`src/rtl/qspi_pkg.sv`:
```
// Shared types and constants for the quad-SPI target front end.
package qspi_pkg;

   // Receive FSM: waiting for a frame, expecting the high nibble, expecting the low nibble.
   typedef enum logic [1:0] {
      IDLE = 2'd0,
      HI   = 2'd1,
      LO   = 2'd2
   } qspi_state_t;

   // Reply byte shifted out when the core has nothing to send at a load point.
   localparam logic [7:0] QSPI_IDLE_TX_BYTE = 8'h00;

   localparam int unsigned QSPI_SYNC_STAGES_DEFAULT = 2;

endpackage

```
`src/rtl/qspi_sync.sv`:
```
// Multi-flop synchronizer chain with a configurable width, depth and reset value.
module qspi_sync #(
   parameter int unsigned      Width    = 1,
   parameter int unsigned      Stages   = 2,
   parameter logic [Width-1:0] ResetVal = '0
) (
   input  logic             clk,
   input  logic             rst_n,
   input  logic [Width-1:0] d_i,
   output logic [Width-1:0] q_o
);

   logic [Width-1:0] chain_q [Stages];

   // Shift the asynchronous input through the chain; stage 0 may go metastable.
   always_ff @(posedge clk or negedge rst_n) begin
      if (!rst_n) begin
         for (int i = 0; i < int'(Stages); i++) begin
            chain_q[i] <= ResetVal;
         end
      end else begin
         chain_q[0] <= d_i;
         for (int i = 1; i < int'(Stages); i++) begin
            chain_q[i] <= chain_q[i-1];
         end
      end
   end

   assign q_o = chain_q[Stages-1];

endmodule

```
`src/rtl/qspi_slave.sv`:
```
// Quad-SPI target front end (mode 0, high nibble first).
// Deserializes nibble pairs into a valid/ready byte stream toward the core and,
// when QSPI_SLAVE_TX_EN is defined, serializes reply bytes onto sdo_o.
// Without QSPI_SLAVE_TX_EN the transmit path is absent and sdo_o/sdo_oe_o/tx_ready_o are 0.
module qspi_slave
   import qspi_pkg::*;
#(
   parameter int unsigned SYNC_STAGES = QSPI_SYNC_STAGES_DEFAULT
) (
   input  logic       clk,
   input  logic       rst_n,
   input  logic       sck_i,
   input  logic       cs_n_i,
   input  logic [3:0] sdi_i,
   output logic [3:0] sdo_o,
   output logic       sdo_oe_o,
   output logic       busy_o,
   output logic [7:0] rx_data_o,
   output logic       rx_first_o,
   output logic       rx_valid_o,
   input  logic       rx_ready_i,
   output logic       rx_overrun_o,
   input  logic [7:0] tx_data_i,
   input  logic       tx_valid_i,
   output logic       tx_ready_o
);

   // ------------------------------------------------------------------
   // Synchronizers and edge detection
   // ------------------------------------------------------------------
   logic       cs_n_s;
   logic       cs_n_q;
   logic       sck_s;
   logic       sck_q;
   logic [3:0] sdi_s;

   qspi_sync #(
      .Width    (1),
      .Stages   (SYNC_STAGES),
      .ResetVal (1'b1)
   ) u_sync_cs (
      .clk   (clk),
      .rst_n (rst_n),
      .d_i   (cs_n_i),
      .q_o   (cs_n_s)
   );

   // sck and sdi share one chain so data stays aligned with its clock edge.
   qspi_sync #(
      .Width    (5),
      .Stages   (SYNC_STAGES),
      .ResetVal (5'b0)
   ) u_sync_data (
      .clk   (clk),
      .rst_n (rst_n),
      .d_i   ({sck_i, sdi_i}),
      .q_o   ({sck_s, sdi_s})
   );

   // One extra registered copy of each synchronized control for edge detection.
   always_ff @(posedge clk or negedge rst_n) begin
      if (!rst_n) begin
         cs_n_q <= 1'b1;
         sck_q  <= 1'b0;
      end else begin
         cs_n_q <= cs_n_s;
         sck_q  <= sck_s;
      end
   end

   logic cs_fall;
   logic cs_rise;
   logic sck_rise;

   assign cs_fall  = cs_n_q & ~cs_n_s;
   assign cs_rise  = ~cs_n_q & cs_n_s;
   assign sck_rise = ~sck_q & sck_s;

   // Registered copy goes active in the same cycle the first reply nibble appears.
   assign busy_o = ~cs_n_q;

   // ------------------------------------------------------------------
   // Receive FSM
   // ------------------------------------------------------------------
   qspi_state_t state_q, state_d;
   logic [3:0]  hi_q, hi_d;
   logic        byte_done;

   // Next state: cs_n rise always wins and discards any partial byte.
   always_comb begin
      state_d   = state_q;
      hi_d      = hi_q;
      byte_done = 1'b0;
      if (cs_rise) begin
         state_d = IDLE;
      end else begin
         unique case (state_q)
            IDLE: begin
               // sck edges are ignored here, including the cs_n fall cycle
               if (cs_fall) begin
                  state_d = HI;
               end
            end
            HI: begin
               if (sck_rise) begin
                  hi_d    = sdi_s;
                  state_d = LO;
               end
            end
            LO: begin
               if (sck_rise) begin
                  byte_done = 1'b1;
                  state_d   = HI;
               end
            end
            default: state_d = IDLE;
         endcase
      end
   end

   // FSM state and high-nibble latch.
   always_ff @(posedge clk or negedge rst_n) begin
      if (!rst_n) begin
         state_q <= IDLE;
         hi_q    <= 4'h0;
      end else begin
         state_q <= state_d;
         hi_q    <= hi_d;
      end
   end

   // ------------------------------------------------------------------
   // Receive holding register
   // ------------------------------------------------------------------
   logic       first_q, first_d;
   logic [7:0] rx_data_q, rx_data_d;
   logic       rx_first_q, rx_first_d;
   logic       rx_valid_q, rx_valid_d;
   logic       rx_overrun_q, rx_overrun_d;

   // Load a completed byte if the slot is free (or frees this cycle), else drop it.
   always_comb begin
      first_d      = first_q;
      rx_data_d    = rx_data_q;
      rx_first_d   = rx_first_q;
      rx_valid_d   = rx_valid_q;
      rx_overrun_d = 1'b0;
      if (cs_fall) begin
         first_d = 1'b1;
      end
      if (rx_valid_q && rx_ready_i) begin
         rx_valid_d = 1'b0;
      end
      if (byte_done) begin
         first_d = 1'b0;
         if (!rx_valid_q || rx_ready_i) begin
            rx_data_d  = {hi_q, sdi_s};
            rx_first_d = first_q;
            rx_valid_d = 1'b1;
         end else begin
            rx_overrun_d = 1'b1;
         end
      end
   end

   // Holding register state; deliberately untouched by cs_n rise.
   always_ff @(posedge clk or negedge rst_n) begin
      if (!rst_n) begin
         first_q      <= 1'b0;
         rx_data_q    <= 8'h00;
         rx_first_q   <= 1'b0;
         rx_valid_q   <= 1'b0;
         rx_overrun_q <= 1'b0;
      end else begin
         first_q      <= first_d;
         rx_data_q    <= rx_data_d;
         rx_first_q   <= rx_first_d;
         rx_valid_q   <= rx_valid_d;
         rx_overrun_q <= rx_overrun_d;
      end
   end

   assign rx_data_o    = rx_data_q;
   assign rx_first_o   = rx_first_q;
   assign rx_valid_o   = rx_valid_q;
   assign rx_overrun_o = rx_overrun_q;

   // ------------------------------------------------------------------
   // Transmit path
   // ------------------------------------------------------------------
`ifdef QSPI_SLAVE_TX_EN
   logic       sck_fall;
   logic       rose_q, rose_d;
   logic       nib_lo_q, nib_lo_d;
   logic [7:0] tx_q, tx_d;
   logic       tx_ready_q, tx_ready_d;

   assign sck_fall = sck_q & ~sck_s;

   // rose_q marks a fall as belonging to an in-frame rise. After a high-nibble rise
   // the FSM sits in LO (switch to low nibble); after a low-nibble rise it sits in HI
   // (byte boundary, load the next reply byte).
   always_comb begin
      rose_d     = rose_q;
      nib_lo_d   = nib_lo_q;
      tx_d       = tx_q;
      tx_ready_d = 1'b0;
      if (cs_rise || cs_fall) begin
         rose_d = 1'b0;
      end else if (sck_rise && (state_q != IDLE)) begin
         rose_d = 1'b1;
      end else if (sck_fall) begin
         rose_d = 1'b0;
      end
      if (cs_fall || (!cs_rise && sck_fall && rose_q && (state_q == HI))) begin
         tx_ready_d = 1'b1;
         tx_d       = tx_valid_i ? tx_data_i : QSPI_IDLE_TX_BYTE;
         nib_lo_d   = 1'b0;
      end else if (!cs_rise && sck_fall && rose_q && (state_q == LO)) begin
         nib_lo_d = 1'b1;
      end
   end

   // Reply byte, nibble select and load-point strobe.
   always_ff @(posedge clk or negedge rst_n) begin
      if (!rst_n) begin
         rose_q     <= 1'b0;
         nib_lo_q   <= 1'b0;
         tx_q       <= 8'h00;
         tx_ready_q <= 1'b0;
      end else begin
         rose_q     <= rose_d;
         nib_lo_q   <= nib_lo_d;
         tx_q       <= tx_d;
         tx_ready_q <= tx_ready_d;
      end
   end

   assign sdo_o      = busy_o ? (nib_lo_q ? tx_q[3:0] : tx_q[7:4]) : 4'h0;
   assign sdo_oe_o   = busy_o;
   assign tx_ready_o = tx_ready_q;
`else
   logic unused_tx;

   assign unused_tx  = ^{tx_data_i, tx_valid_i};
   assign sdo_o      = 4'h0;
   assign sdo_oe_o   = 1'b0;
   assign tx_ready_o = 1'b0;
`endif

endmodule

```
`config.mk`:
```
export PLATFORM = sky130hd
export DESIGN_NAME = qspi_slave
export DESIGN_NICKNAME = d
export VERILOG_FILES = /design/src/rtl/qspi_pkg.sv /design/src/rtl/qspi_sync.sv /design/src/rtl/qspi_slave.sv
export SDC_FILE = /design/constraint.sdc
export NUM_CORES = 1
export LEC_CHECK = 0
export ABC_AREA = 1
export CORE_ASPECT_RATIO = 1.1
export CORE_MARGIN = 2
export CORE_UTILIZATION = 41
export CTS_CLUSTER_SIZE = 8
export DETAILED_ROUTE_END_ITERATION = 16
export PLACE_DENSITY = 0.75
export SLEW_MARGIN = 20
export SYNTH_ARGS = -nofsm -noshare
export SYNTH_HDL_FRONTEND = slang
export SYNTH_SLANG_ARGS = --single-unit
```
`constraint.sdc`:
```
create_clock -name clk -period 1.3 [get_ports clk]
set_input_delay 0.195 -clock clk [delete_from_list [all_inputs] [get_ports clk]]
set_output_delay 0.195 -clock clk [all_outputs]
set_load 0.1 [all_outputs]
```
== Yosys cells after proc, flatten, opt, wreduce, memory -nomap -nowiden ==
Cells that the tools add are included.

* Eq/ne operators: 5
* Reduce and logical (&&, ||, !) cells: 8
* Bitwise gates (word level): 7
* Multiplexer cells: 15

{| class="wikitable"
|+ Operators by type and width
! cell !! number
|-
| $mux 1 || 10
|-
| $ne 3x3->1 const B || 3
|-
| $mux 2 || 4
|-
| $pmux 2 s3 || 1
|-
| $reduce_and 3->1 || 2
|-
| $not 1->1 || 4
|-
| $and 1x1->1 || 3
|-
| $eq 2x1->1 const B || 1
|-
| $eq 2x2->1 const B || 1
|-
| $logic_not 2->1 || 1
|-
| $reduce_and 2->1 || 1
|-
| $reduce_bool 2->1 || 1
|-
| $logic_and 1x1->1 || 1
|-
| $logic_not 1->1 || 1
|-
| $logic_or 1x1->1 || 1
|}

* Bits of input ports: 18
* Output and inout bits: 18
* Bits in registers: 32

== Longest topological paths before layout ==
* Word-level depth: 6
* Mapped depth: 6
* Depth with buffers taken out: 6

== Cells and area by module ==
From an unflattened synthesis, not the netlist that was laid out.

* Cell total of the unflattened synthesis: 120
* Area total of the unflattened synthesis: 1293.7 sq um

{| class="wikitable"
|+ Modules (own cells, without submodules)
! module !! times used !! cells each !! area an instance (sq um)
|-
| qspi_slave || 1 || 103 || 953.4
|-
| qspi_sync (u_sync_data) || 1 || 15 || 287.8
|-
| qspi_sync (u_sync_cs) || 1 || 2 || 52.6
|}

== Least setup slack after synthesis ==
No wires, ideal clock.

* Path kind: reg2reg
* From: reg cs_n_q
* To: reg rx_data_q[0], in the netlist rx_data_o[0]
* Stages on the path, launching flop included: 7
* Required time: 1.178 ns
* Slack: -0.560 ns
* Data arrival time: 1.738 ns
* Setup time: 0.122 ns
* Clock period less this slack: 1.860 ns
* Path through: dfstp_2 > inv_1 > ha_1 > nor2_8 > nand3_4 > nand2_1 > nand2_1

* Longest elaborated chain between the ends: 4

{| class="wikitable"
|+ Ends and longest elaborated chain
! element !! line !! source
|-
| start, declared || qspi_slave.sv:32 || <nowiki>logic cs_n_q;</nowiki>
|-
| start signal, assigned || qspi_slave.sv:66 || <nowiki>cs_n_q <= cs_n_s;</nowiki>
|-
| $not 1->1 || n/a ||
|-
| net busy_o || qspi_slave.sv:17 || <nowiki>output logic busy_o,</nowiki>
|-
| $and 1x1->1 || qspi_slave.sv:76 || <nowiki>assign cs_rise = ~cs_n_q & cs_n_s;</nowiki>
|-
| $mux 1 || qspi_slave.sv:94 || <nowiki>if (cs_rise) begin</nowiki>
|-
| $reduce_and 2->1 (no source line) || n/a ||
|-
| end signal, assigned || qspi_slave.sv:176 || <nowiki>rx_data_q <= rx_data_d;</nowiki>
|-
| end, declared || qspi_slave.sv:136 || <nowiki>logic [7:0] rx_data_q, rx_data_d;</nowiki>
|}

The timed path passes the listed nets, and every way through them passes these cells.
A chain may end at the register's enable or synchronous reset.

== Final worst setup path ==
* From: reg cs_n_q
* To: reg rx_data_q[3], in the netlist rx_data_o[3]

* Longest elaborated chain between the ends: 4

{| class="wikitable"
|+ Ends and longest elaborated chain
! element !! line
|-
| $not 1->1 || qspi_slave.sv:76
|-
| $and 1x1->1 || qspi_slave.sv:76
|-
| $mux 1 || qspi_slave.sv:94
|-
| $reduce_and 2->1 (no source line) || n/a
|}

No other way between the ends.

==> results.toml <==
[timing]
rsz0062_at_grt = "true"
max_freq_mhz = 660
setup_viol = 19
hold_viol = 0
timing.final.crit_share = 1.17
fin_ws_ns = -0.216
finalClockSkew_ns = 0.0130
finalMaxSlewViolations = 0
period_needed_ns = 1.52
tns_ns = -3.18

[setup_path]
rrSetupSlack_ns = -0.22
cp_max_fo = 5
reg2reg_to = "rx_data_o[3]"
cp_num_buf_inv = 2
required_ns = 1.53
crit_arrival_ns = 1.75
cp_common_cell = "nand2_1"
crit_path_end = "rx_data_o[3]"
reg2reg_from = "cs_n_q"
crit_type = "register to register"
critPathCaptureType = "register"
ff2ff_path_depth = 7
startpoint_type = "register"
crit_start = "cs_n_q"
critPathMaxStageDelay_ns = 0.57
crit_chain = "clkinvlp_4 > buf_6 > ha_4 > nor2_8 > nand3_4 > nand2_1 > nand2_1"
cp_num_cells = 7
cp_slowest_cell = "dfstp_2"
cpLargestDelayFamily = "flip-flops"

[global_routing]
grt_max_degree = 21
grt_use_total = 0.147
antenna_found_initial = 0
grt_pass1_wl_um = 3690
grt_pass1_vias = 918
overflow = 0

[yosys]
synth_cells = 115
synth_area_per_cell_um2 = 10.9
synth_top_area_cell = "dfrtp_1"
synth_seq_area_share = 0.640
netlist_area_um2 = 1260
synth_seq_cells = 32
synth.top_cell.area_share = 0.578
yosys_warnings = 0
ys_types = 18
synth.area.top_cells = "dfrtp_1, nand2_1, dfstp_2, nand4_1, buf_4"

[finish]
num-nets-final = 168
register_area_um2 = 805
final_common_cell = "nand2_1"
most-common-layout-cells = "nand2_1, dfrtp_1, buf_12, nand4_1"
diodes = 0
multiInputGateArea_um2 = 432
syn2layout_area_growth_pct = 39.9
final_layout_size_suffix_gt1_frac = 0.331
nFillCells = 264
final_cells = 182

[clock_tree]
cts_tree = "done"
insertion_delay_ns = 0.34
cts_root_buf = "clkbuf_4"
clockBufferDepth = 2
cts_max_level = 2
hold_buffers = 0
numCtsBuffers = 5
cts.sinks = 32
clkTransAtPathRegs_ns = 0.09

[floorplan]
design.die.area_um2 = 3520
pin_count = 36
start_util = 0.419
coreArea_um2 = 3000
rows = 21
die_y_um = 62.1
die_w_um = 56.8

[detailed_routing]
viasPerCell = 5.10
drtIter0Drc = 19
detail_route.wl_per_cell_um = 13.5
drc = 0
dr.pass1.iters = 4
drt_wl_total_um = 2450
ant_nets = 0
num_vias = 928

[job]
cap_violations = 0

[place]
place_hpwl_um = 1570
place.port_buffers = 20
gp_congestion = 0.786
place_inst = 171

[power]
p_total_mw = 4.23
leakage_nw = 0.848
vdd.ir_drop.worst_mv = 2.05
p_per_area_nw_per_um2 = 2400

[status]
status = "finished with violations"
violations = "setup timing"

[min_path]
hold_path.class = "primary input to asynchronous set/reset pin"
[flip-flops by register name, indices dropped and copies added (netlist names), 2 cells and up]
name                 count
hi_q                     4
rx_data_o                8
state_q                  2
u_sync_data.chain_q      5
u_sync_data.q_o          5
[per-stage QoR]
step           hold slack, ns  setup slack [ns]   util  area, um2
2_1_floorplan          -0.101            -0.553      -       1290
3_5_place_dp            0.335            -0.101  0.541       1620
6_report                0.178            -0.216  0.587       1760
5_1_grt                 0.190            -0.302  0.587       1760
4_1_cts                 0.168            -0.201  0.576       1730
3_3_place_gp            0.331           -0.0837  0.541       1620
[cells by family (layout without fill, tap and decap cells)]
| logic type | Yosys count | in the layout | share of synthesized area |
|---|---|---|---|
| adders and majority gates | 3 | 3 | 0.0299 |
| and+or+nand+nor | 60 | 62 | 0.230 |
| other | 1 | 6 | 0.00299 |
| AOI/OAI and AO/OA | 2 | 2 | 0.00996 |
| buffers and inverters | 17 | 43 | 0.0866 |
| DFF | 32 | 32 | 0.640 |
[power by group]
group          internal (mW)  switching [mW]  leakage, nW  total [mW]
clock                  0.257           0.328       0.0380       0.584
sequential              1.25           0.237        0.389        1.49
combinational          0.698            1.46        0.421        2.16
[Yosys cell counts (all sizes together)]
library cell,count
nand2,39
dfrtp,29
buf,9
nand4,9
inv,8
nand3,8
nor2,4
dfstp,3
ha,3
a21oi,1
conb,1
o21a,1
[timing repair]
item	CTS	global route
setup endpoints to repair	18	19
cloned	2	0
setup buffers	1	0
resized for setup	5	9
pin swaps	1	4
[metal layers]
layer | share of wire | GRT usage | up-vias
met5 | 0 | 0 | -
met4 | 0.041 | 0.133 | 0
met3 | 0.059 | 0.0455 | 12
met2 | 0.53 | 0.261 | 38
met1 | 0.37 | 0.142 | 454
li1 | - | - | 424
[area by class of cell]
class                   count  area share
clock inverters             2     0.00569
inverters                   8      0.0192
clock buffers               6      0.0292
well taps                  34      0.0242
repair buffers             27       0.219
multi-input cells          73       0.246
flip-flops and latches     32       0.458
[worst min-delay path by stage]
stage                                       from                      to  depth (start not counted)
after floorplan                            rst_n                 first_q                          0
after global placement    u_sync_data.chain_q[6]      u_sync_data.q_o[1]                          0
after detailed placement  u_sync_data.chain_q[7]      u_sync_data.q_o[2]                          0
after CTS                                  rst_n  u_sync_data.chain_q[7]                          2
after global routing                       rst_n  u_sync_data.chain_q[7]                          2
final                                      rst_n              state_q[1]                          2
Power figures use the tool's default switching activity.
